--- config.mk ---
export PLATFORM = sky130hd
export DESIGN_NAME = qed_dup_issue
export DESIGN_NICKNAME = d
export VERILOG_FILES = /design/src/rtl/qed_dup_issue_pkg.sv /design/src/rtl/qed_dup_issue_reg_remap.sv /design/src/rtl/qed_dup_issue.sv
export SDC_FILE = /design/constraint.sdc
export NUM_CORES = 1
export LEC_CHECK = 0
export ABC_CLOCK_PERIOD_IN_PS = 5850
export CAP_MARGIN = 10
export CORE_ASPECT_RATIO = 1.5
export CORE_MARGIN = 1
export CORE_UTILIZATION = 35
export DETAILED_ROUTE_END_ITERATION = 10
export HOLD_SLACK_MARGIN = 0.02
export PLACE_DENSITY = 0.56
export RECOVER_POWER = 100
export SLEW_MARGIN = 10
export SYNTH_ARGS = -nofsm -noshare
export SYNTH_HDL_FRONTEND = slang
export SYNTH_HIERARCHICAL = 1
export SYNTH_SLANG_ARGS = --single-unit
--- constraint.sdc ---
create_clock -name clk -period 5.85 [get_ports clk]
set_input_delay 1.17 -clock clk [delete_from_list [all_inputs] [get_ports clk]]
set_output_delay 1.17 -clock clk [all_outputs]
set_load 0.02 [all_outputs]
--- src/rtl/qed_dup_issue_pkg.sv ---
// Shared definitions for the symbolic-QED duplicate-issue source:
// RV32 opcodes, the filler instruction, register-field positions and the
// per-cycle issue decision.
package qed_dup_issue_pkg;

   localparam int unsigned INSN_LEN = 32;

   localparam logic [INSN_LEN-1:0] NOP_INSN = 32'h0000_0013;

   localparam logic [6:0] OP     = 7'b0110011;
   localparam logic [6:0] OP_IMM = 7'b0010011;
   localparam logic [6:0] LOAD   = 7'b0000011;
   localparam logic [6:0] JALR   = 7'b1100111;
   localparam logic [6:0] STORE  = 7'b0100011;
   localparam logic [6:0] BRANCH = 7'b1100011;
   localparam logic [6:0] LUI    = 7'b0110111;
   localparam logic [6:0] AUIPC  = 7'b0010111;
   localparam logic [6:0] JAL    = 7'b1101111;

   localparam int unsigned RD_LSB  = 7;
   localparam int unsigned RD_MSB  = 11;
   localparam int unsigned RS1_LSB = 15;
   localparam int unsigned RS1_MSB = 19;
   localparam int unsigned RS2_LSB = 20;
   localparam int unsigned RS2_MSB = 24;

   typedef enum logic [1:0] {
      ACT_IDLE,
      ACT_ORIG,
      ACT_DUP
   } qed_action_e;

endpackage

--- src/rtl/qed_dup_issue_reg_remap.sv ---
// Combinational register-field decode: moves every present nonzero register
// field into the upper half of the register file and flags any present field
// that already lies in the upper half.
module qed_reg_remap
   import qed_dup_issue_pkg::*;
(
   input  logic [31:0] i_insn,
   output logic [31:0] o_insn,
   output logic        o_high_reg
);

   logic       w_has_rd;
   logic       w_has_rs1;
   logic       w_has_rs2;
   logic [4:0] w_rd;
   logic [4:0] w_rs1;
   logic [4:0] w_rs2;

   assign w_rd  = i_insn[RD_MSB:RD_LSB];
   assign w_rs1 = i_insn[RS1_MSB:RS1_LSB];
   assign w_rs2 = i_insn[RS2_MSB:RS2_LSB];

   // Which register fields the opcode actually carries
   always_comb begin
      w_has_rd  = 1'b0;
      w_has_rs1 = 1'b0;
      w_has_rs2 = 1'b0;
      case (i_insn[6:0])
         OP: begin
            w_has_rd  = 1'b1;
            w_has_rs1 = 1'b1;
            w_has_rs2 = 1'b1;
         end
         OP_IMM, LOAD, JALR: begin
            w_has_rd  = 1'b1;
            w_has_rs1 = 1'b1;
         end
         STORE, BRANCH: begin
            w_has_rs1 = 1'b1;
            w_has_rs2 = 1'b1;
         end
         LUI, AUIPC, JAL: begin
            w_has_rd  = 1'b1;
         end
         default: begin
         end
      endcase
   end

   // Setting bit 4 of a nonzero field maps xN to x(N+16); x0 is left alone
   always_comb begin
      o_insn = i_insn;
      if (w_has_rd  && (w_rd  != '0)) o_insn[RD_MSB]  = 1'b1;
      if (w_has_rs1 && (w_rs1 != '0)) o_insn[RS1_MSB] = 1'b1;
      if (w_has_rs2 && (w_rs2 != '0)) o_insn[RS2_MSB] = 1'b1;
      o_high_reg = (w_has_rd  && w_rd[4])  ||
                   (w_has_rs1 && w_rs1[4]) ||
                   (w_has_rs2 && w_rs2[4]);
   end

endmodule

--- src/rtl/qed_dup_issue.sv ---
// Symbolic-QED instruction source: buffers original instructions in a FIFO,
// replays them as register-remapped duplicates on command, and tracks the
// counts needed for the QED consistency check.
module qed_dup_issue #(
   parameter int unsigned DEPTH    = 16,
   parameter int unsigned CNT_W    = 16,
   parameter logic [31:0] NOP_INSN = qed_dup_issue_pkg::NOP_INSN
) (
   input  logic             clk,
   input  logic             reset,
   input  logic             stall,
   input  logic             exec_dup,
   input  logic [31:0]      inst_in,
   input  logic             inst_in_valid,
   output logic [31:0]      inst_out,
   output logic             inst_out_valid,
   output logic             inst_out_is_dup,
   output logic [CNT_W-1:0] orig_cnt,
   output logic [CNT_W-1:0] dup_cnt,
   output logic             fifo_full,
   output logic             fifo_empty,
   output logic             qed_ready,
   output logic             orig_violation
);

   import qed_dup_issue_pkg::*;

   localparam int unsigned AW = $clog2(DEPTH);

   logic [31:0]      r_mem [DEPTH];
   logic [AW:0]      r_wr_ptr;
   logic [AW:0]      r_rd_ptr;
   logic [CNT_W-1:0] r_orig_cnt;
   logic [CNT_W-1:0] r_dup_cnt;
   logic [31:0]      r_inst_out;
   logic             r_valid;
   logic             r_is_dup;
   logic             r_qed_ready;
   logic             r_violation;

   logic             w_full;
   logic             w_empty;
   logic [31:0]      w_head;
   logic [31:0]      w_remap_in;
   logic [31:0]      w_remap_out;
   logic             w_remap_high;
   qed_action_e      w_act;
   logic [AW:0]      w_wr_nxt;
   logic [AW:0]      w_rd_nxt;
   logic [CNT_W-1:0] w_orig_nxt;
   logic [CNT_W-1:0] w_dup_nxt;
   logic             w_qed_nxt;

   assign w_empty = (r_wr_ptr == r_rd_ptr);
   assign w_full  = (r_wr_ptr[AW] != r_rd_ptr[AW]) &&
                    (r_wr_ptr[AW-1:0] == r_rd_ptr[AW-1:0]);
   assign w_head  = r_mem[r_rd_ptr[AW-1:0]];

   // Issue decision: duplicate beats original, otherwise filler
   always_comb begin
      w_act = ACT_IDLE;
      if (exec_dup && !w_empty)
         w_act = ACT_DUP;
      else if (inst_in_valid && !w_full)
         w_act = ACT_ORIG;
   end

   // One remapper serves both paths: remapped word for DUP, high-register flag for ORIG
   assign w_remap_in = (w_act == ACT_DUP) ? w_head : inst_in;

   qed_reg_remap u_remap (
      .i_insn     (w_remap_in),
      .o_insn     (w_remap_out),
      .o_high_reg (w_remap_high)
   );

   // Post-update pointer/count values, so qed_ready reflects this cycle's action
   always_comb begin
      w_wr_nxt   = r_wr_ptr;
      w_rd_nxt   = r_rd_ptr;
      w_orig_nxt = r_orig_cnt;
      w_dup_nxt  = r_dup_cnt;
      case (w_act)
         ACT_ORIG: begin
            w_wr_nxt = r_wr_ptr + 1'b1;
            if (r_orig_cnt != '1) w_orig_nxt = r_orig_cnt + 1'b1;
         end
         ACT_DUP: begin
            w_rd_nxt = r_rd_ptr + 1'b1;
            if (r_dup_cnt != '1) w_dup_nxt = r_dup_cnt + 1'b1;
         end
         default: begin
         end
      endcase
      w_qed_nxt = (w_orig_nxt == w_dup_nxt) && (w_orig_nxt != '0) &&
                  (w_wr_nxt == w_rd_nxt);
   end

   // FIFO storage write on an accepted original
   always_ff @(posedge clk) begin
      if (!stall && (w_act == ACT_ORIG))
         r_mem[r_wr_ptr[AW-1:0]] <= inst_in;
   end

   // Registered issue state; everything holds while the pipeline stalls
   always_ff @(posedge clk or posedge reset) begin
      if (reset) begin
         r_wr_ptr    <= '0;
         r_rd_ptr    <= '0;
         r_orig_cnt  <= '0;
         r_dup_cnt   <= '0;
         r_inst_out  <= NOP_INSN;
         r_valid     <= 1'b0;
         r_is_dup    <= 1'b0;
         r_qed_ready <= 1'b0;
         r_violation <= 1'b0;
      end else if (!stall) begin
         r_wr_ptr    <= w_wr_nxt;
         r_rd_ptr    <= w_rd_nxt;
         r_orig_cnt  <= w_orig_nxt;
         r_dup_cnt   <= w_dup_nxt;
         r_qed_ready <= w_qed_nxt;
         case (w_act)
            ACT_DUP: begin
               r_inst_out <= w_remap_out;
               r_valid    <= 1'b1;
               r_is_dup   <= 1'b1;
            end
            ACT_ORIG: begin
               r_inst_out <= inst_in;
               r_valid    <= 1'b1;
               r_is_dup   <= 1'b0;
               if (w_remap_high) r_violation <= 1'b1;
            end
            default: begin
               r_inst_out <= NOP_INSN;
               r_valid    <= 1'b0;
               r_is_dup   <= 1'b0;
            end
         endcase
      end
   end

   assign inst_out        = r_inst_out;
   assign inst_out_valid  = r_valid;
   assign inst_out_is_dup = r_is_dup;
   assign orig_cnt        = r_orig_cnt;
   assign dup_cnt         = r_dup_cnt;
   assign fifo_full       = w_full;
   assign fifo_empty      = w_empty;
   assign qed_ready       = r_qed_ready;
   assign orig_violation  = r_violation;

endmodule

### After elaboration in Yosys (flattened, before gate mapping)

Memories as Yosys holds them, arrays and structs flattened.
Index checks and enable logic that the tools add are counted.

* $add $sub $neg: 4
* equality and inequality tests: 18
* muxes and demuxes: 20
* bitwise gates (word level): 1
* reductions and logical operators: 26

Operators with widths (number)
* 2-to-1 mux 16 bit: 4
* one-hot mux 32 bit (2 select lines): 1
* adder 16 x 1 -> 16 bit (second input constant): 2
* 2-to-1 mux 32 bit: 1
* inequality test 16 bit (second input constant): 2
* == test 7 x 6 -> 1 bit (second input constant): 3
* == test 7 bit (second input constant): 3
* == test 16 bit: 1
* nonzero test 16 bit: 1
* nonzero test 5 bit: 3
* == test 7 x 5 -> 1 bit (second input constant): 2
* logical AND 1 bit: 12
* 2-to-1 mux 1 bit: 11
* adder 5 x 1 -> 5 bit (second input constant): 2
* == test 5 bit: 2
* 2-to-1 mux 5 bit: 2
* == test 7 x 2 -> 1 bit (second input constant): 1
* OR reduction 7 bit: 1
* OR reduction 6 bit: 1
* == test 4 bit: 1
* zero test 1 bit: 3
* AND reduction 3 bit: 1
* OR reduction 3 bit: 1
* == test 2 x 1 -> 1 bit (second input constant): 1
* 6 further kinds: 7

* register bits: 78
* RAM bits: 512
* bits of input ports: 37
* output and inout bits: 70
* word-level logic and storage cells: 79
* memories: 1

Memories
* r_mem: depth 16, width 32, rd ports 1, clocked after memory_dff 0, wr ports 1, RTL line qed_dup_issue.sv:30 `logic [31:0] r_mem [DEPTH];`

### Longest topological paths before layout

Gate-level depths: netlist (run 1).

* word-level depth: 15
* depth in mapped cells: 15

### Modules after synthesis

The synthesis (run 1) kept the hierarchy.

By module, submodules not included
* qed_dup_issue: times used 1, cells each 1360, area an instance 24410.9 µm², sequential area each 17330.4 µm²
* qed_reg_remap: times used 1, cells each 51, area an instance 365.4 µm², sequential area each 0.0 µm²

### Worst setup path before layout (run 1)

OpenSTA, ideal clock, no wires.

* path type: input -> register
* start: input exec_dup
* end: memory r_mem[3][0], enable pin
* setup time: 461 ps
* data arrival time: 4466 ps
* slack: 923 ps
* stages on the path: 6
* cells stage by stage: clkbuf_1 nor2b_1 mux2i_1 nor2_1 nand2_1 nor3_1

* word-level cells in the longest chain between the ends: 6

Ends and longest elaborated chain
* from (decl): RTL line qed_dup_issue.sv:12 `input logic exec_dup,`
* logical AND 1 bit: RTL line qed_dup_issue.sv:62 `if (exec_dup && !w_empty)`
* 2-to-1 mux 2 bit: RTL line qed_dup_issue.sv:62
* == test 2 x 1 -> 1 bit: RTL line qed_dup_issue.sv:101 `if (!stall && (w_act == ACT_ORIG))`
* logical AND 1 bit: RTL line qed_dup_issue.sv:101
* 2-to-1 mux 1 bit: RTL line qed_dup_issue.sv:101
* 2-to-1 mux 1 bit (not written as such): RTL line qed_dup_issue.sv:102 `r_mem[r_wr_ptr[AW-1:0]] <= inst_in;`
* to (decl): RTL line qed_dup_issue.sv:30

No other way between the ends.

### Worst setup path in the final report (run 1)

* start: input exec_dup
* end: memory r_mem[6][9], enable pin

Same word-level chain as after synthesis.

==> flow_summary.yaml, run 1 <==
status:
  status: "finished, violations left"
  violations: "max-capacitance violations, max-slew violations"
grt:
  grt_usage_pct: 17.1
  grt_pass1_wl_mm: 90.1
  grt_pass1_vias: 13600
  grt_remaining_overflow: 0
  antenna_found_initial: 3
  grt_max_degree: 135
clocking:
  htreeDepth: 2
  cts_hold_buffers: 0
  clock_path_buffers: 3
  cts_sinks: 590
  post_cts_resized: 0
  numCtsBuffers: 52
  clock-root-buffer: "clkbuf_16"
  clk_latency_ps: 590
  clk_pin_slew_ps: 60
  cts_setup_buffers: 0
  tritoncts: "done"
synth:
  syn-cell-area_mm2: 0.0248
  synthFlopType: "edfxtp_1"
  syn-num-nets: 1455
  synth_cell_types: 63
  ys_ff_latch: 590
  postSynthAreaPerCell_um2: 17.6
  synth-async-reset-ratio_pct: 13.2
  ys_seq_area_share_pct: 69.9
  syn-instance-count: 1411
  synth-edff-count: 512
  yosys_warnings: 6
run:
  drv_cap: 4
critical_path:
  crit_type: "in -> reg"
  cp-start-kind: "input port"
  cp_max_fo: 17
  cp.arrival_ps: 4910
  cp.required_ps: 6040
  cp-end-kind: "flip-flop"
sta:
  final-hold-violation-count: 0
  timing.hold.ws_ps: 456
  fin_worst_skew_ps: 13.5
  tns_ps: 0
  worst_pin_slew_ps: 3170
  maxSlewViolCount: 112
  setup-violations-final: 0
  finalCritPeriodShare_pct: 80.7
  max_freq_mhz: 212
  layout_min_cycle_time_ps: 4720
  slew_headroom_pct: -111
  rsz0062_at_grt: "no"
routing:
  drc: 0
  drt-pass1-iter-count: 5
  finalWirelength_mm: 60.4
  viasPerCell: 5.31
  vias: 13000
  ant_nets: 0
  wl_per_cell_um: 24.7
  drt_iter0_markers: 1118
placed_design:
  dp_hpwl_mm: 35.3
  io_buffers: 106
  routabilityCongestion: 0.885
floorplanning:
  pin_count: 107
  dieHeight_um: 328
  rows: 119
  initial_core_util_pct: 35.3
  die_w_um: 219
  core_mm2: 0.0701
  design.die.area_mm2: 0.0719
pwr:
  ir_drop_uv: 372
  power.density_mw_per_mm2: 435
  p_leak_uw: 0.00947
layout:
  n_fill_cell: 6210
  final_nets: 1540
  areaGrowthSynthToFinish_pct: 14.7
  layout_common_cells: "512 x edfxtp_1, 178 x nand2_1, 160 x mux4_2"
  diodes: 0
  final_common_cell: "edfxtp_1"
  drive_gt1_share_pct: 18.8
  fin_util_pct: 40.5
min_path:
  hold_class: "reg -> reg"
## metal layers
metal	track usage (%)	wire length, um	up-vias
met1	21.4	24300	6814
met2	30.1	31400	362
li1	-	-	5700
met4	6.37	2120	2
met5	0	13	-
met3	2.12	2620	117
## registers in the layout, summed over array words and instances, names as in the netlist
register	count
dup_cnt	16
inst_out	32
inst_out_is_dup	1
inst_out_valid	1
orig_cnt	16
orig_violation	1
qed_ready	1
r_mem	512
r_rd_ptr	5
r_wr_ptr	5
## per-stage QoR
stage	total power, uW	setup slack [ps]	cell area (um^2)	cells
3_3_place_gp	9220	979	26900	2349
2_1_floorplan	8090	923	24800	1411
5_1_grt	12900	808	28400	2447
4_1_cts	12600	1500	28500	2447
6_report	12400	1130	28400	2447
3_5_place_dp	9250	877	26900	2349
## layout make-up
type | count | area (um^2) | area share, %
well taps | 907 | 1130 | 3.99
multi-input cells | 704 | 6950 | 24.5
repair buffers | 137 | 1300 | 4.58
inverters | 11 | 42.5 | 0.150
clock inverters | 17 | 178 | 0.625
flip-flops and latches | 590 | 17300 | 61.0
clock buffers | 81 | 1470 | 5.18
## cells by family (layout without fill, tap and decap cells)
logic type / count (synthesis) / after routing / share of synthesized area (%)
mux: 179 / 179 / 15.4
buf+inv: 117 / 246 / 2.35
fa+ha+maj: 7 / 7 / 0.353
simple gates: 327 / 327 / 5.89
xor+xnor: 74 / 74 / 2.71
compound gates: 117 / 117 / 3.39
flops: 590 / 590 / 69.9
## report_power, final
part	leakage, uW	internal, uW	total (uW)	switching, uW
clock network	0.000795	1870	3370	1500
logic	0.00307	1800	3880	2080
registers	0.00560	4860	5120	254
total	0.00947	8530	12400	3830
## cell usage after synthesis, types with 13 or more instances
library cell    n  area share, %
nor2_1         53           0.80
o21ai_0        19           0.38
o31ai_1        30           0.91
mux2i_1        13           0.53
buf_1          15           0.23
xnor2_1        43            1.5
nand2_1       178            2.7
a21boi_0       26           0.79
buf_4          32           0.97
clkbuf_1       51           0.77
dfrtp_1        75            7.6
nand3_1        23           0.46
nor3_1         16           0.32
xor2_1         28           0.99
nand4_1        17           0.43
edfxtp_1      512             62
mux4_2        160             15
## worst max-delay path: stages
cell and delay, ps:
dlygate4sd3_1 710, nor2b_1 200, mux2i_1 90, clkbuf_1 270, nor2_1 480, nand2_1 330
nor2_4 590, clkbuf_1 1060
## path summary, 6_finish.rpt
| path | startpoint | endpoint | slack [ps] | depth (start not counted) |
|---|---|---|---|---|
| worst max register to register | r_wr_ptr[2] | qed_ready | 1170 | 10 |
| worst min-delay path | orig_violation | orig_violation | 460 | 1 |
| worst max-delay path | exec_dup | r_mem[6][9] | 1130 | 8 |
| min in group asynchronous | reset | inst_out[29] | 1760 | 2 |
| worst min register to register | orig_violation | orig_violation | 460 | 1 |
| max in group asynchronous | reset | r_rd_ptr[0] | 2580 | 3 |
Note: power is estimated with default switching activity, not from simulation.
==> inputs of run 2 (changes only) <==
ABC_CLOCK_PERIOD_IN_PS = 3800   (was 5850)
PLACE_DENSITY = 0.58   (was 0.56)
clock period = 3.8 ns   (was 5.85 ns; I/O delays follow)
==> run 2 against run 1 <==
Largest cell class unchanged. Count of clock-buffer cells in the layout is 8 lower. First-iteration DRC count is 9.1% higher. Combinational power is 59% higher. The run still ends with max-capacitance violations, max-slew violations left. Register-to-register slack worse by 940 ps.
==> flow_summary.yaml, run 2 (synthesis results as in run 1) <==
status:
  status: "finished, violations left"
  violations: "max-capacitance violations, max-slew violations"
layout:
  final_nets: 1591
  seqCellArea_mm2: 0.0173
  largest_reg_flops: 512
  n_fill_cell: 6292
  final_common_cell: "edfxtp_1"
  diodes: 0
  multiInputGateArea_mm2: 0.00693
  layout_common_cells: "512 x edfxtp_1, 178 x nand2_1, 160 x mux4_2"
  areaGrowthSynthToFinish_pct: 15.8
  drive_gt1_share_pct: 20.6
critical_path:
  cp.required_ps: 3040
  r2r_end: "inst_out[24]"
  cp-start-kind: "flip-flop"
  crit_type: "reg -> out"
  cp_max_fo: 7
  reg2reg_depth: 11
  cp.arrival_ps: 2850
  r2r_start: "r_rd_ptr[1]"
  r2r_setup_slack_ps: 230
  cp-end-kind: "output port"
sta:
  timing.hold.ws_ps: 472
  setup-violations-final: 0
  slew_headroom_pct: -42.9
  maxSlewViolCount: 41
  layout_min_cycle_time_ps: 3610
  final-hold-violation-count: 0
  fin_worst_skew_ps: 23.7
  tns_ps: 0
  max_freq_mhz: 277
  rsz0062_at_grt: "no"
  worst_pin_slew_ps: 2130
  finalCritPeriodShare_pct: 95.0
pwr:
  power.density_mw_per_mm2: 672
  ir_drop_uv: 467
  p_leak_uw: 0.00969
routing:
  finalWirelength_mm: 62.4
  drt-pass1-iter-count: 5
  vias: 13300
  viasPerCell: 5.33
  wl_per_cell_um: 25.0
  drt_iter0_markers: 1220
  ant_nets: 0
  drc: 0
clocking:
  clock-root-buffer: "clkbuf_16"
  clk_latency_ps: 600
  cts_hold_buffers: 0
  tritoncts: "done"
  numCtsBuffers: 52
  cts_sinks: 590
  post_cts_resized: 0
  clk_pin_slew_ps: 60
  clock_path_buffers: 3
  htreeDepth: 2
  cts_setup_buffers: 0
grt:
  grt_pass1_wl_mm: 92.7
  grt_remaining_overflow: 0
  antenna_found_initial: 3
  grt_pass1_vias: 13800
  grt_usage_pct: 17.7
  grt_max_degree: 54
floorplanning:
  pin_count: 107
  core_mm2: 0.0701
  design.die.area_mm2: 0.0719
  dieHeight_um: 328
  rows: 119
  initial_core_util_pct: 35.3
  die_w_um: 219
min_path:
  hold_class: "reg -> reg"
  min_path_cells: 1
  hp-start: "orig_violation"
  hold_end: "orig_violation"
placed_design:
  dp_hpwl_mm: 38.2
  routabilityCongestion: 0.942
  io_buffers: 106
run:
  drv_cap: 1
-- run 2: report_power, final --
part           switching, uW  leakage (uW)  internal (uW)
sequential               349       0.00560           7480
clock                   2390      0.000809           2920
combinational           3320       0.00328           2850
-- run 2: worst max path at each step --
stage / to / start / slack [ps] / cells past startpoint
finish: fifo_empty / r_wr_ptr[0] / 190 / 6
global route: inst_out[11] / r_wr_ptr[0] / 30 / 11
CTS: fifo_empty / r_wr_ptr[0] / 180 / 6
detailed placement: inst_out[24] / r_rd_ptr[1] / 210 / 11
global placement: inst_out[24] / r_rd_ptr[1] / 240 / 11
floorplan: r_mem[11][0] / exec_dup / 150 / 6
-- run 2: final cells by class --
type / count / share of cell area (%)
sequential: 590 / 60.4
multi-input combinational: 704 / 24.1
timing repair buffer: 188 / 5.44
clock buffer: 73 / 4.96
tap: 907 / 3.95
clock inverter: 25 / 0.946
inverter: 11 / 0.148
-- run 2: per-stage QoR --
step / instances / util [%] / setup WS [ps] / instance area (um^2) / total power [uW]
floorplan: 1411 / - / 150 / 24800 / 12500
CTS: 2498 / 41.6 / 175 / 29200 / 19700
global placement: 2400 / 39.2 / 241 / 27500 / 14400
global route: 2498 / 40.9 / 33.4 / 28700 / 20200
detailed placement: 2400 / 39.2 / 210 / 27500 / 14400
finish: 2498 / 40.9 / 190 / 28700 / 19300
-- run 2: critical path, cell delays in order (launching register included) --
cell	delay, ps
dfrtp_1	470
xnor2_1	310
and4_2	360
buf_4	160
nand2_1	70
inv_1	190
dlygate4sd3_1	710
-- run 2: layer usage --
metal	up-vias	GRT usage (%)	share of wire, %
met4	0	5.83	3.1
met5	-	0	0
met1	6944	21.7	39
met2	431	32.0	53
met3	121	2.08	4.4
li1	5811	-	-
==> inputs of run 3 (changes only) <==
DONT_BUFFER_PORTS = 1   (was not set)
MAX_ROUTING_LAYER = met4   (was not set)
PLACE_DENSITY = 0.56   (was 0.58)
==> run 3 against run 2 <==
Final area is 3.3% lower. The run now ends clean. First-iteration DRC count down 8.0%. Flip-flop and latch count is the same. Power shrank 0.76%. Critical path type is now reg -> reg. Cell count down 4.2%. Wire length increased by 0.37%.
==> flow_summary.yaml, run 3 (synthesis results as in run 1) <==
layout:
  areaGrowthSynthToFinish_pct: 12.1
  diodes: 0
  largest_reg_flops: 512
  drive_gt1_share_pct: 21.7
  final_nets: 1485
  final_common_cell: "edfxtp_1"
  stdcell_count: 2392
  fin_util_pct: 39.6
  layout_common_cells: "512 x edfxtp_1, 178 x nand2_1, 160 x mux4_2"
routing:
  ant_nets: 0
  wl_per_cell_um: 26.2
  drc: 0
  drt_iter0_markers: 1123
  finalWirelength_mm: 62.6
  drt-pass1-iter-count: 5
  viasPerCell: 5.41
  vias: 12900
clocking:
  clk_pin_slew_ps: 80
  cts_hold_buffers: 0
  cts_sinks: 590
  clock-root-buffer: "clkbuf_16"
  numCtsBuffers: 53
  clk_latency_ps: 610
  cts_setup_buffers: 0
  post_cts_resized: 0
  clock_path_buffers: 3
  tritoncts: "done"
  htreeDepth: 2
sta:
  final-hold-violation-count: 0
  setup-violations-final: 0
  slew_headroom_pct: 22.1
  tns_ps: 0
  maxSlewViolCount: 0
  rsz0062_at_grt: "no"
  finalCritPeriodShare_pct: 93.7
  max_freq_mhz: 281
  fin_worst_skew_ps: 17.4
  worst_pin_slew_ps: 1170
  layout_min_cycle_time_ps: 3560
  timing.hold.ws_ps: 244
grt:
  grt_pass1_wl_mm: 92.3
  antenna_found_initial: 0
  grt_usage_pct: 18.2
  grt_max_degree: 101
  grt_pass1_vias: 13500
  grt_remaining_overflow: 0
floorplanning:
  design.die.area_mm2: 0.0719
  pin_count: 107
  dieHeight_um: 328
  initial_core_util_pct: 35.3
  die_w_um: 219
  rows: 119
  core_mm2: 0.0701
critical_path:
  crit_path_start: "r_rd_ptr[0]"
  cp_cell_sequence: "buf_12 > mux4_2 > mux4_2 > nand2_1 > nand2_1 > nor4_1 > o31ai_1 > a21boi_0 > o31ai_1"
  cp.required_ps: 4240
  critPathMaxStageDelay_ps: 830
  r2r_start: "r_rd_ptr[0]"
  cp-end-kind: "flip-flop"
  cp-start-kind: "flip-flop"
  crit_family: "multiplexers"
  cp_max_fo: 46
  slowest_stage: "nor4_1"
  path_buf_inv: 1
  crit_type: "reg -> reg"
  cp.arrival_ps: 4000
pwr:
  seq_power_share_pct: 42.1
  p_comb_share_pct: 29.0
  power.density_mw_per_mm2: 690
  p_int_uw: 13300
  p_sw_share_pct: 30.8
  p_leak_uw: 0.00917
  clock_power_share_pct: 28.9
  ir_drop_uv: 540
  power.switching_uw: 5890
  totalPowerFinal_uw: 19200
placed_design:
  dp_hpwl_mm: 37.9
  io_buffers: 0
  dp_cells: 2293
  routabilityCongestion: 0.889
min_path:
  hold_class: "in -> reg"
  hp-start: "inst_in[30]"
run:
  drv_cap: 0
status:
  status: "completed"
## run 3: routing by layer
metal / up-vias / wire (um) / share of wire, % / GRT usage, %
li1: 5598 / - / - / -
met1: 6914 / 24000 / 38 / 21.1
met2: 356 / 33500 / 54 / 31.9
met3: 69 / 3970 / 6.3 / 4.13
met4: 0 / 1150 / 1.8 / 4.24
met5: - / 0 / 0 / -
## run 3: final timing paths
path                                 to  slack [ps]  cells past startpoint
min reg2reg                 r_rd_ptr[4]         560                      1
min in group asynchronous  inst_out[22]         250                      1
max in group asynchronous  orig_cnt[12]        1960                      2
min                        r_mem[1][30]         240                      0
max reg2reg                inst_out[11]         240                      9
max                        inst_out[11]         240                      9
## run 3: cell type report
class,instances,area [um^2]
tap,907,1130
inverter,11,43.8
timing repair buffer,81,498
clock inverter,27,290
clock buffer,72,1500
sequential,590,17300
fill,6241,42400
multi-input combinational,704,6960
## run 3: worst reg2reg max path: cells and delay by family, from the launching register on
family,cells,cell delay (ps)
mux,2,1100
simple gates,3,990
flops,1,540
compound gates,3,390
buf+inv,1,380
## run 3: power by group through the flow
stage / sequential (uW) / clock, uW / combinational [uW]
finish: 8070 / 5530 / 5560
global route: 8120 / 5860 / 6010
CTS: 8080 / 5670 / 5760
detailed placement: 8210 / 0 / 5750
global placement: 8200 / 0 / 5720
floorplan: 8050 / 0 / 4410
## run 3: through the flow
stage | instance area [um^2] | setup WS [ps]
after detailed placement | 26300 | 133
after CTS | 28100 | 109
final | 27800 | 241
after floorplan | 24800 | 150
after global routing | 27800 | 48.9
after global placement | 26300 | 121
==> variant, RTL diff (settings of run 2) <==
Reset style: synchronous (`reset`), changed in one clocked block.
--- a/src/rtl/qed_dup_issue.sv
+++ b/src/rtl/qed_dup_issue.sv
@@ -104,5 +104,5 @@
 
    // Registered issue state; everything holds while the pipeline stalls
-   always_ff @(posedge clk or posedge reset) begin
+   always_ff @(posedge clk) begin
       if (reset) begin
          r_wr_ptr    <= '0;
Check against the original RTL: differs if reset is asserted again (counterexample within 4 cycles, from zero or initial values and one cycle with reset high); with reset held inactive, the same outputs for 4 cycles.
==> variant against run 2 <==
Fmax fell by 0.11%; count of clock-buffer cells in the layout rose by 6; cell area rose by 0.51%; via count rose by 1.4%; core utilization rose by 0.73 points; wire length fell by 2.6%; synthesized area fell by 0.76%; worst setup slack got worse by 0.0040 ns; highest routed layer is now met5; sequential cell count rose by 4; sequential share of layout area fell by 1.4 points.
Power is not compared: it rests on default switching activity, and its combinational part moved more than twofold at a synthesized area within 25%.
==> variant: results (changes against run 2) <==
stage,metric,value,unit,change
synthesis,syn_nets,1524,,+4.7%
global_routing,grt_pass1_vias,14000,,+1.3%
setup_path,rr_endpoint,inst_out[19],,
place,dp_hpwl,38.4,mm,+0.44%
synthesis,yosys-top-cells-area,"edfxtp_1, mux4_2, dfxtp_1, nand2_1, xnor2_1",,
min_path,holdCritStartpoint,inst_out_valid,,
synthesis,synth_mux_area_share,15.2,%,-0.11 points
clocking,cts_buffers,57,,+9.6%
detailed_routing,wl,60.8,mm,-2.6%
place,place_congestion,0.837,,-11%
synthesis,synth_warnings,6,,unchanged
detailed_routing,drt_iter0_markers,1102,,-9.7%
min_path,hold_class,flop to flop,,
finish,largest_reg_flops,512,,unchanged
global_routing,grt_max_degree,48,,-11%
setup_path,reg2regPathDepth,15,,+4
sta,tightest_slew,0.779,ns,-1.35 ns
synthesis,synth_edf_count,512,,unchanged
synthesis,synth-compound-area-share,3.35,%,-0.045 points
synthesis,synthArstFlopShare,0,%,-13 points
synthesis,synthXorXnorAreaFrac,2.55,%,-0.16 points
synthesis,ys_seq_area_share,69.2,%,-0.74 points
power,ir_drop,0.341,mV,
setup_path,cp-endpoint,inst_out[19],,
global_routing,grt_usage,17.3,%,-0.30 points
power,leakage,0.00916,µW,
synthesis,yosysUniqueCellTypes,65,,+3.2%
clocking,clk_pin_slew_worst_paths,0.06,ns,about the same
setup_path,crit_start,r_wr_ptr[0],,
finish,nNetsFinal,1653,,+3.9%
clocking,cts_setup_buffers,0,,unchanged
power,p_sw_share,22.4,%,
clocking,cts_resized,0,,unchanged
sta,fin_skew,0.0315,ns,+0.00774 ns
place,io_buffers,106,,unchanged
clocking,ctsHtreeMaxLevel,2,,unchanged
setup_path,arrival,4.11,ns,+1.26 ns
global_routing,grt_pass1_wl,90.8,mm,-2.0%
detailed_routing,vias,13500,,+1.4%
clocking,clk_latency,0.63,ns,+0.03 ns
clocking,cts-root-buf,clkbuf_16,,
synthesis,synthAdderAreaFrac,0.356,%,+0.0027 points
detailed_routing,dr.pass1.iters,5,,unchanged
status,status,finished clean,,
synthesis,synth_commonest_cells,"edfxtp_1, nand2_1, mux4_2, nor2_1, dfxtp_1",,
setup_path,r2r_start,r_wr_ptr[0],,
global_routing,antenna_found_initial,6,,+3
finish,drive_gt1_share,20.0,%,-0.53 points
setup_path,rrSetupSlack,0.19,ns,-0.04 ns
setup_path,cp_max_fo,13,,+6
place,place_area,27300,µm²,-0.85%
clocking,clockBufferDepth,3,,unchanged
## variant: cell types whose count changed after synthesis, moves of 15 or more
cell      before  now
a21boi_0      26    0
dfxtp_1        0   82
dfrtp_1       75    0
nand2_1      178  163
a21oi_1        9   79
o31ai_1       30    3
nor2_1        53  110
## variant: area by class of cell
cell class,instances,area [µm²]
diodes,2,5.00
flip-flops and latches,594,17000
repair buffers,181,1670
clock buffers,79,1630
inverters,13,48.8
well taps,900,1130
fillers,6193,40400
clock inverters,29,342
multi-input cells,762,7000
## variant: kinds of logic after synthesis
kind of cell | count (synthesis)
AO/OA/AOI/OAI | 138
XOR/XNOR | 69
adder cells (fa/ha/maj) | 7
buffers and inverters | 124
flip-flops | 594
multiplexers | 173
AND/OR/NAND/NOR | 375
## variant: per-layer routing
layer | global-route usage (%) | up-vias | wire (µm)
li1 | - | 6010 | -
met1 | 21.2 | 6955 | 24000
met2 | 30.7 | 428 | 31900
met3 | 2.17 | 101 | 2710
met4 | 7.15 | 4 | 2130
met5 | 0 | - | 27
## variant: how the worst min path moves through the flow
| stage | slack (ns) | endpoint | cells after the start |
|---|---|---|---|
| finish | 0.48 | inst_out_valid | 2 |
| CTS | 0.49 | inst_out[27] | 2 |
| global route | 0.52 | inst_out_valid | 2 |
| global placement | 0.47 | inst_out[9] | 2 |
| detailed placement | 0.48 | inst_out[27] | 2 |
| floorplan | 0.53 | flop | 2 |
## variant: through the flow
stage / worst slack (ns) / instances
3_3_place_gp: 0.370 / 2450
4_1_cts: 0.200 / 2558
6_report: 0.186 / 2560
5_1_grt: 0.0379 / 2559
2_1_floorplan: 0.194 / 1480
3_5_place_dp: 0.342 / 2450
## variant: critical path, stage by stage (launching register included)
cell and delay, ns:
dfxtp_1 0.50, xnor2_1 0.24, and4_1 0.52, nand2_1 0.13, inv_1 0.16, nor2_4 0.12, clkbuf_1 0.36, nand2_1 0.15
nand2_1 0.09, nor4_1 0.60, buf_4 0.23, o21bai_2 0.05, nand2_1 0.06, a21oi_1 0.06, a21oi_1 0.12, nor2_1 0.05
## variant: power groups by stage
stage	clock network [µW]	logic [µW]	registers [µW]
after floorplan	0	764	7370
after global routing	6270	1260	7220
final	5940	1160	7220
after CTS	6080	1240	7220
after global placement	0	1230	7350
after detailed placement	0	1230	7360
